File: config.mk
export PLATFORM = sky130hd
export DESIGN_NAME = reg_file_flat
export DESIGN_NICKNAME = d
export VERILOG_FILES = /design/src/rtl/reg_file_if.sv /design/src/rtl/reg_file.sv /design/src/flat_wrapper.sv
export SDC_FILE = /design/constraint.sdc
export NUM_CORES = 2
export LEC_CHECK = 0
export BUFFER_PORTS_ARGS = -buffer_cell sky130_fd_sc_hd__buf_2
export CORE_MARGIN = 2
export CORE_UTILIZATION = 60
export DETAILED_ROUTE_END_ITERATION = 10
export GPL_TIMING_DRIVEN = 0
export PLACE_DENSITY = 0.74
export SETUP_SLACK_MARGIN = 0.05
export SLEW_MARGIN = 15
export SYNTH_ARGS = -nofsm -noshare
export SYNTH_HDL_FRONTEND = slang
export SYNTH_SLANG_ARGS = --single-unit
export TNS_END_PERCENT = 5
File: constraint.sdc
create_clock -name clk_in -period 5.8 [get_ports clk_in]
set_input_delay 1.16 -clock clk_in [delete_from_list [all_inputs] [get_ports clk_in]]
set_output_delay 1.16 -clock clk_in [all_outputs]
set_load 0.1 [all_outputs]
File: src/rtl/reg_file_if.sv
// ============================================================================
// Module : reg_file_if
// Brief  : RoB commit, dispatcher read and rename bundle for reg_file.
// Rev    : 1.0  initial release
// ============================================================================
`default_nettype none

interface reg_file_if #(
  parameter int TAG_WIDTH = 5,
  parameter int IDX_WIDTH = 5
);
  logic                 rdy_in;
  logic                 rollback_in;
  logic                 commit_en_from_rob;
  logic [IDX_WIDTH-1:0] rd_from_rob;
  logic [TAG_WIDTH-1:0] Q_from_rob;
  logic [31:0]          V_from_rob;
  logic [IDX_WIDTH-1:0] rs1_from_dispatcher;
  logic [IDX_WIDTH-1:0] rs2_from_dispatcher;
  logic [TAG_WIDTH-1:0] Q1_to_dispatcher;
  logic [31:0]          V1_to_dispatcher;
  logic [TAG_WIDTH-1:0] Q2_to_dispatcher;
  logic [31:0]          V2_to_dispatcher;
  logic                 rename_en_from_dispatcher;
  logic [IDX_WIDTH-1:0] rename_rd_from_dispatcher;
  logic [TAG_WIDTH-1:0] rename_Q_from_dispatcher;

  modport master (
    output rdy_in, rollback_in,
    output commit_en_from_rob, rd_from_rob, Q_from_rob, V_from_rob,
    output rs1_from_dispatcher, rs2_from_dispatcher,
    output rename_en_from_dispatcher, rename_rd_from_dispatcher, rename_Q_from_dispatcher,
    input  Q1_to_dispatcher, V1_to_dispatcher, Q2_to_dispatcher, V2_to_dispatcher
  );

  modport slave (
    input  rdy_in, rollback_in,
    input  commit_en_from_rob, rd_from_rob, Q_from_rob, V_from_rob,
    input  rs1_from_dispatcher, rs2_from_dispatcher,
    input  rename_en_from_dispatcher, rename_rd_from_dispatcher, rename_Q_from_dispatcher,
    output Q1_to_dispatcher, V1_to_dispatcher, Q2_to_dispatcher, V2_to_dispatcher
  );
endinterface

`default_nettype wire

File: src/rtl/reg_file.sv
// ============================================================================
// Module : reg_file
// Brief  : Architectural register file with rename-tag table and commit bypass.
// Rev    : 1.0  initial release
// ============================================================================
`default_nettype none

module reg_file #(
  parameter int REG_NUM   = 32,
  parameter int TAG_WIDTH = 5
) (
  input  logic     clk_in,
  input  logic     rst_in,
  reg_file_if.slave bus
);

  logic [31:0]          val_q [REG_NUM];
  logic [31:0]          val_d [REG_NUM];
  logic [TAG_WIDTH-1:0] tag_q [REG_NUM];
  logic [TAG_WIDTH-1:0] tag_d [REG_NUM];

  logic w_commit;
  logic w_commit_match;
  logic w_rename;

  assign w_commit       = bus.commit_en_from_rob && (bus.rd_from_rob != '0);
  assign w_commit_match = (tag_q[bus.rd_from_rob] == bus.Q_from_rob);
  assign w_rename       = bus.rename_en_from_dispatcher && (bus.rename_rd_from_dispatcher != '0);

  // Commit clears the tag only if no younger rename replaced it; rename wins over commit.
  always_comb begin
    val_d = val_q;
    tag_d = tag_q;
    if (bus.rdy_in) begin
      if (w_commit) begin
        val_d[bus.rd_from_rob] = bus.V_from_rob;
        if (w_commit_match) begin
          tag_d[bus.rd_from_rob] = '0;
        end
      end
      if (bus.rollback_in) begin
        for (int i = 0; i < REG_NUM; i++) begin
          tag_d[i] = '0;
        end
      end else if (w_rename) begin
        tag_d[bus.rename_rd_from_dispatcher] = bus.rename_Q_from_dispatcher;
      end
    end
    val_d[0] = '0;
    tag_d[0] = '0;
  end

  always_ff @(posedge clk_in) begin
    if (rst_in) begin
      for (int i = 0; i < REG_NUM; i++) begin
        val_q[i] <= '0;
        tag_q[i] <= '0;
      end
    end else begin
      val_q <= val_d;
      tag_q <= tag_d;
    end
  end

  logic [4:0] w_rs [2];
  assign w_rs[0] = bus.rs1_from_dispatcher;
  assign w_rs[1] = bus.rs2_from_dispatcher;

  for (genvar p = 0; p < 2; p++) begin : g_rd_port
    logic [TAG_WIDTH-1:0] w_q;
    logic [31:0]          w_v;

    always_comb begin
      w_q = tag_q[w_rs[p]];
      w_v = val_q[w_rs[p]];
      if (w_rs[p] == '0) begin
        w_q = '0;
        w_v = '0;
      end else if (bus.commit_en_from_rob && (bus.rd_from_rob == w_rs[p]) &&
                   (tag_q[w_rs[p]] == bus.Q_from_rob)) begin
        w_q = '0;
        w_v = bus.V_from_rob;
      end
    end
  end

  assign bus.Q1_to_dispatcher = g_rd_port[0].w_q;
  assign bus.V1_to_dispatcher = g_rd_port[0].w_v;
  assign bus.Q2_to_dispatcher = g_rd_port[1].w_q;
  assign bus.V2_to_dispatcher = g_rd_port[1].w_v;

endmodule

`default_nettype wire

File: src/flat_wrapper.sv
// flat-port wrapper written by rule: the top's interface ports become plain ports
module reg_file_flat 
#(
  parameter int REG_NUM   = 32,
  parameter int TAG_WIDTH = 5
)
  (clk_in, rst_in, bus_rdy_in, bus_rollback_in, bus_commit_en_from_rob, bus_rd_from_rob, bus_Q_from_rob, bus_V_from_rob, bus_rs1_from_dispatcher, bus_rs2_from_dispatcher, bus_rename_en_from_dispatcher, bus_rename_rd_from_dispatcher, bus_rename_Q_from_dispatcher, bus_Q1_to_dispatcher, bus_V1_to_dispatcher, bus_Q2_to_dispatcher, bus_V2_to_dispatcher);
  reg_file_if #(.TAG_WIDTH(TAG_WIDTH)) bus_i ();
  input  logic clk_in;
  input  logic rst_in;
  input wire logic [$bits(bus_i.rdy_in)-1:0] bus_rdy_in;
  input wire logic [$bits(bus_i.rollback_in)-1:0] bus_rollback_in;
  input wire logic [$bits(bus_i.commit_en_from_rob)-1:0] bus_commit_en_from_rob;
  input wire logic [$bits(bus_i.rd_from_rob)-1:0] bus_rd_from_rob;
  input wire logic [$bits(bus_i.Q_from_rob)-1:0] bus_Q_from_rob;
  input wire logic [$bits(bus_i.V_from_rob)-1:0] bus_V_from_rob;
  input wire logic [$bits(bus_i.rs1_from_dispatcher)-1:0] bus_rs1_from_dispatcher;
  input wire logic [$bits(bus_i.rs2_from_dispatcher)-1:0] bus_rs2_from_dispatcher;
  input wire logic [$bits(bus_i.rename_en_from_dispatcher)-1:0] bus_rename_en_from_dispatcher;
  input wire logic [$bits(bus_i.rename_rd_from_dispatcher)-1:0] bus_rename_rd_from_dispatcher;
  input wire logic [$bits(bus_i.rename_Q_from_dispatcher)-1:0] bus_rename_Q_from_dispatcher;
  output wire logic [$bits(bus_i.Q1_to_dispatcher)-1:0] bus_Q1_to_dispatcher;
  output wire logic [$bits(bus_i.V1_to_dispatcher)-1:0] bus_V1_to_dispatcher;
  output wire logic [$bits(bus_i.Q2_to_dispatcher)-1:0] bus_Q2_to_dispatcher;
  output wire logic [$bits(bus_i.V2_to_dispatcher)-1:0] bus_V2_to_dispatcher;
  assign bus_i.rdy_in = bus_rdy_in;
  assign bus_i.rollback_in = bus_rollback_in;
  assign bus_i.commit_en_from_rob = bus_commit_en_from_rob;
  assign bus_i.rd_from_rob = bus_rd_from_rob;
  assign bus_i.Q_from_rob = bus_Q_from_rob;
  assign bus_i.V_from_rob = bus_V_from_rob;
  assign bus_i.rs1_from_dispatcher = bus_rs1_from_dispatcher;
  assign bus_i.rs2_from_dispatcher = bus_rs2_from_dispatcher;
  assign bus_i.rename_en_from_dispatcher = bus_rename_en_from_dispatcher;
  assign bus_i.rename_rd_from_dispatcher = bus_rename_rd_from_dispatcher;
  assign bus_i.rename_Q_from_dispatcher = bus_rename_Q_from_dispatcher;
  assign bus_Q1_to_dispatcher = bus_i.Q1_to_dispatcher;
  assign bus_V1_to_dispatcher = bus_i.V1_to_dispatcher;
  assign bus_Q2_to_dispatcher = bus_i.Q2_to_dispatcher;
  assign bus_V2_to_dispatcher = bus_i.V2_to_dispatcher;
  reg_file #(.REG_NUM(REG_NUM), .TAG_WIDTH(TAG_WIDTH)) u_core (.clk_in(clk_in), .rst_in(rst_in), .bus(bus_i));
endmodule
Word-level counts from Yosys, hierarchy flattened:

Index checks and enable logic that the tools add are counted.
W data, S select, Z words.

* bits in registers: 1147
* input port bits: 68
* word-level logic and storage cells: 128

* order comparisons: 6
* eq/ne operators: 5
* muxes and demuxes: 36
* bitwise gates (word level): 6
* reduce and logical (&&, ||, !) cells: 13

Operator list (count)
* $bwmux W1024: 1
* $mux W160: 3
* $bmux W32 S5: 2
* $mux W155: 2
* $mux W32: 9
* $and A155 B160 Y160: 1
* $bwmux W160: 1
* $demux W32 S5: 1
* $not A160 Y160: 1
* $bmux W5 S5: 3
* $mux W5: 12
* $demux W5 S5: 2
* $eq A5 B5 Y1: 5
* $ge A6 B6 Y1 const B: 4
* $not A5 Y6: 4
* $lt A6 B1 Y1 const B: 2
* $logic_not A5 Y1: 2
* $reduce_bool A5 Y1: 2
* $logic_and A1 B1 Y1: 8
* $reduce_and A2 Y1: 1

Depth between registers and ports, before layout:

* word-level depth: 13
* mapped depth: 14
* mapped depth without buffers: 8

Least setup slack after synthesis:

OpenSTA, ideal clock, no wires.

* path type: input port to output port
* from: input bus_rs1_from_dispatcher[1]
* to: output bus_Q1_to_dispatcher[0]
* arrival time: 5.367 ns
* required time: 4.640 ns
* setup slack: -0.727 ns
* stages on the path: 12
* buffers on the path: 4
* cell sequence: buf_2 > buf_1 > mux2_2 > o211ai_1 > nor3_1 > nor4_1 > xnor2_1 > nor2_1 > and4_1 > buf_4 > buf_6 > nor3_1

* word-level cells in the longest chain between the ends: 8
* elaborated cells on any way between the ends: 11
* those cells by class: eq/ne: 2; mux: 5; bitwise: 1; reduce/logical: 3

Ends and longest elaborated chain
* start: declaration: line flat_wrapper.sv:17 `input wire logic [$bits(bus_i.rs1_from_dispatcher)-1:0] bus_rs1_from_dispatcher;`
* $not A5 Y6 (implied by the code): line reg_file.sv:74, reg_file.sv:80
* $bmux W5 S5: line reg_file.sv:74, reg_file.sv:80
* $mux W5 (implied by the code) (2 in series): line reg_file.sv:74, reg_file.sv:80
* $eq A5 B5 Y1: line reg_file.sv:80 `(tag_q[w_rs[p]] == bus.Q_from_rob)) begin`
* $logic_and A1 B1 Y1: line reg_file.sv:79 `end else if (bus.commit_en_from_rob && (bus.rd_from_rob == w_rs[p]) &&`
* $mux W5: line reg_file.sv:79
* $mux W5 *: line reg_file.sv:76 `if (w_rs[p] == '0) begin`
* end: declaration: line flat_wrapper.sv:22 `output wire logic [$bits(bus_i.Q1_to_dispatcher)-1:0] bus_Q1_to_dispatcher;`

Mark *: on every way between the ends. The rest lies on a longest branch, timed or not. The select of a mux whose other input is x is not followed.

Final worst setup path:

* from: input bus_rs1_from_dispatcher[1]
* to: output bus_V1_to_dispatcher[21]

* word-level cells in the longest chain between the ends: 8
* elaborated cells on any way between the ends: 14
* those cells by class: eq/ne: 2; mux: 8; bitwise: 1; reduce/logical: 3

Ends and longest elaborated chain
* $not A5 Y6 (implied by the code): line reg_file.sv:75, reg_file.sv:80
* $bmux W5 S5: line reg_file.sv:80
* $mux W5 (implied by the code) (2 in series): line reg_file.sv:80
* $eq A5 B5 Y1: line reg_file.sv:80
* $logic_and A1 B1 Y1: line reg_file.sv:79
* $mux W32: line reg_file.sv:79
* $mux W32 *: line reg_file.sv:76
* end: declaration: line flat_wrapper.sv:23 `output wire logic [$bits(bus_i.V1_to_dispatcher)-1:0] bus_V1_to_dispatcher;`

Marks and branches as above.

==> results.cfg <==
[outcome]
status = finished, violations left
violations = setup timing

[floorplanning]
row_count = 116
ios = 142
core_area_mm2 = 0.100
die_w_um = 323
start_util_pct = 60.7
die_area_mm2 = 0.104
die_y_um = 323

[power]
vdd_drop_max_mv = 0.236
power.switching_uw = 4870
power.total_uw = 18200
pwr-share-clk_pct = 47.0
power_density_mw_per_mm2 = 265
p_int_uw = 13300
pwr-share-comb_pct = 9.4
p_leak_uw = 0.0226
switching_share_pct = 26.8
p_seq_share_pct = 43.6

[synth]
syn_inst = 6525
synthFlopType = dfxtp_1
synth.net_count = 6593
synth_top_area_share_pct = 37.7
yosysMostFrequentCell = nand2_1
syn_area_per_cell_um2 = 9.34
synth_common_cells = nand2_1 (2115), dfxtp_1 (1147), a21oi_1 (1009)
synthArstFlopShare_pct = 0
synth-edff-count = 0
ys_top_cells_by_area = dfxtp_1 (38%), mux4_2 (25%), nand2_1 (13%)
synth_largest_area_cell = dfxtp_1
ys_ff_latch = 1147
yosysSeqAreaShare_pct = 37.7
synth_cell_types = 61
ys_warn_count = 0
syn_area_mm2 = 0.0610

[drt]
vias = 59100
firstDrtPassIters = 9
drt-vias-per-instance = 7.19
wire_per_inst_um = 32.2
drt_iter0_drc = 11000
wl_mm = 264
drc = 0
ant_nets = 0

[timing]
fin_crit_ns = 5.86
fin_skew_ns = 0.0188
fin_ws_ns = -0.0601
finalSetupViolCount = 19
hold_viol = 0
finalCritPeriodShare_pct = 101
max_slew_margin_pct = 17.7
rsz0062_at_grt = true
tightest_slew_ns = 1.23
fmax_mhz = 171
slew_violations = 0

[critical_path]
critPathKind = in -> out
crit_start = bus_rs1_from_dispatcher[1]
ff2ff_path_depth = 9
timing.reg2reg.setup_slack_ns = 2.25
critPathSlowestCell = mux4_2
worstReg2RegStart = u_core.tag_q[102]$_SDFFE_PP0P_
path_cells = buf_4 -> buf_6 -> buf_6 -> buf_6 -> mux4_2 -> xor2_1 -> a2111oi_0 -> and4_1 -> buf_8 -> buf_8 -> mux2i_4 -> buf_8
critPathCaptureType = output port
max_stage_delay_ns = 0.49
rr_endpoint = u_core.tag_q[49]$_SDFFE_PP0P_
crit_arrival_ns = 4.70
start_kind = input port
crit_required_ns = 4.64
cp_max_fo = 10

[min_path]
worstHoldStart = u_core.val_q[566]$_SDFFE_PP0P_
hold_path_end = u_core.val_q[566]$_SDFFE_PP0P_
min_path_type = reg -> reg
whs_path_depth = 2

[final_layout]
fin_util_pct = 68.5
fin_nets = 6814
drive_gt1_share_pct = 20.7
areaGrowthSynthToFinish_pct = 12.8
fin_cells = 8220

[grt]
grt_max_degree = 17
grt_use_total_pct = 50.1
grt_pass1_vias = 54800
grt.overflow.total = 0
grt_antenna_before_repair = 12
grt_pass1_wl_mm = 374

[clock_network]
h-tree-depth = 3
root_buffer = clkbuf_16
clockBufferDepth = 3
clk_pin_slew_worst_paths_ns = 0.06
cts_tree = built
cts_inserted_buffers = 121
cts_sinks = 1147
insertion_delay_ns = 0.79
cts_hold_buf = 0

[placement]
globalplace.congestion = 1.09
hpwl_mm = 197
numPortBuffers = 95
placed_cells = 7978

[run]
max_cap_violations = 0
[repair_timing]
| item | CTS | global route |
|---|---|---|
| pin swaps | 2 | 3 |
| setup endpoints to repair | 74 | 73 |
| buffers inserted | 3 | 2 |
| gates resized for setup | 405 | 86 |
[placed cells by master, fill, tap and decap left out, drive strengths merged, types with 6 or more instances in the layout]
master,count
o31ai,29
mux4,672
o2bb2ai,15
bufinv,17
nor2b,13
nand3,57
or2,7
a22oi,23
clkbuf,705
nor3,21
a22o,203
nor2,81
a21oi,1009
o21ai,43
clkinvlp,6
clkinv,33
o221ai,6
buf,259
inv,15
and3,11
o22ai,12
nand2b,15
mux2i,124
dfxtp,1147
xnor2,6
xor2,9
mux2,87
nand2,2115
diode,12
nor3b,6
o211ai,8
nor4,36
[power by group through the flow]
stage                     sequential, uW  clock [uW]  combinational [uW]
after floorplan                     8100           0                 947
after global placement              8100           0                1540
after detailed placement            8110           0                1550
after CTS                           7930        8410                1600
after global routing                7930        8730                1720
final                               7930        8540                1720
[logic make-up (layout without fill, tap and decap cells)]
| family | after synthesis | in the layout | share of synthesized area [%] |
|---|---|---|---|
| buffers and inverters | 714 | 1040 | 4.86 |
| muxes | 883 | 883 | 28.5 |
| and+or+nand+nor | 2390 | 2390 | 15.4 |
| AOI/OAI and AO/OA | 1376 | 1376 | 13.4 |
| xor gates and xnor gates | 15 | 15 | 0.216 |
| DFF | 1147 | 1147 | 37.7 |
| other | 0 | 12 | 0 |
[metal layers]
layer | track usage, % | vias up | routed length, um
li1 | - | 23800 | -
met1 | 63.9 | 28500 | 88500
met2 | 68.8 | 5520 | 107000
met3 | 19.7 | 1294 | 44100
met4 | 37.1 | 8 | 24100
met5 | 0.648 | - | 126
[per-stage QoR]
| step | cell area (um2) | hold slack, ns | setup slack (ns) | TNS [ns] |
|---|---|---|---|---|
| global route | 68700 | 0.484 | -0.00957 | -0.00957 |
| global placement | 63100 | 0.446 | -2.06 | -132.74 |
| CTS | 68500 | 0.464 | 0.0511 | 0 |
| finish | 68800 | 0.464 | -0.0601 | -0.406 |
| floorplan | 61000 | 0.436 | -0.727 | -32.30 |
| detailed placement | 63200 | 0.457 | -2.02 | -105.18 |
[worst max-delay path: cells and delay by family]
family | cells | cell delay, ns
AO/OA/AOI/OAI | 1 | 0.44
XOR/XNOR | 1 | 0.19
AND/OR/NAND/NOR | 1 | 0.30
multiplexers | 2 | 0.88
buffers and inverters | 7 | 1.68
[worst max-delay path by stage]
stage / cells after the start / slack, ns / end
CTS: 15 / 0.05 / bus_V2_to_dispatcher[19]
global route: 12 / -0.01 / bus_V1_to_dispatcher[21]
detailed placement: 12 / -2.02 / bus_V1_to_dispatcher[19]
global placement: 12 / -2.06 / bus_V1_to_dispatcher[19]
finish: 12 / -0.06 / bus_V1_to_dispatcher[21]
floorplan: 12 / -0.73 / bus_Q1_to_dispatcher[0]
[registers in the layout, indices dropped and copies added (netlist names)]
| register | count |
|---|---|
| u_core.tag_q | 155 |
| u_core.val_q | 992 |
[cell type report]
cell class,count,area (um2)
clock inverter,62,807
multi-input combinational,4664,35400
clock buffer,166,3490
buffer,702,3520
timing repair buffer,101,831
tap,1357,1700
inverter,9,33.8
fill,7991,31700
sequential,1147,23000
antenna,12,30.0
No activity file was read; power rests on OpenSTA's default activity.
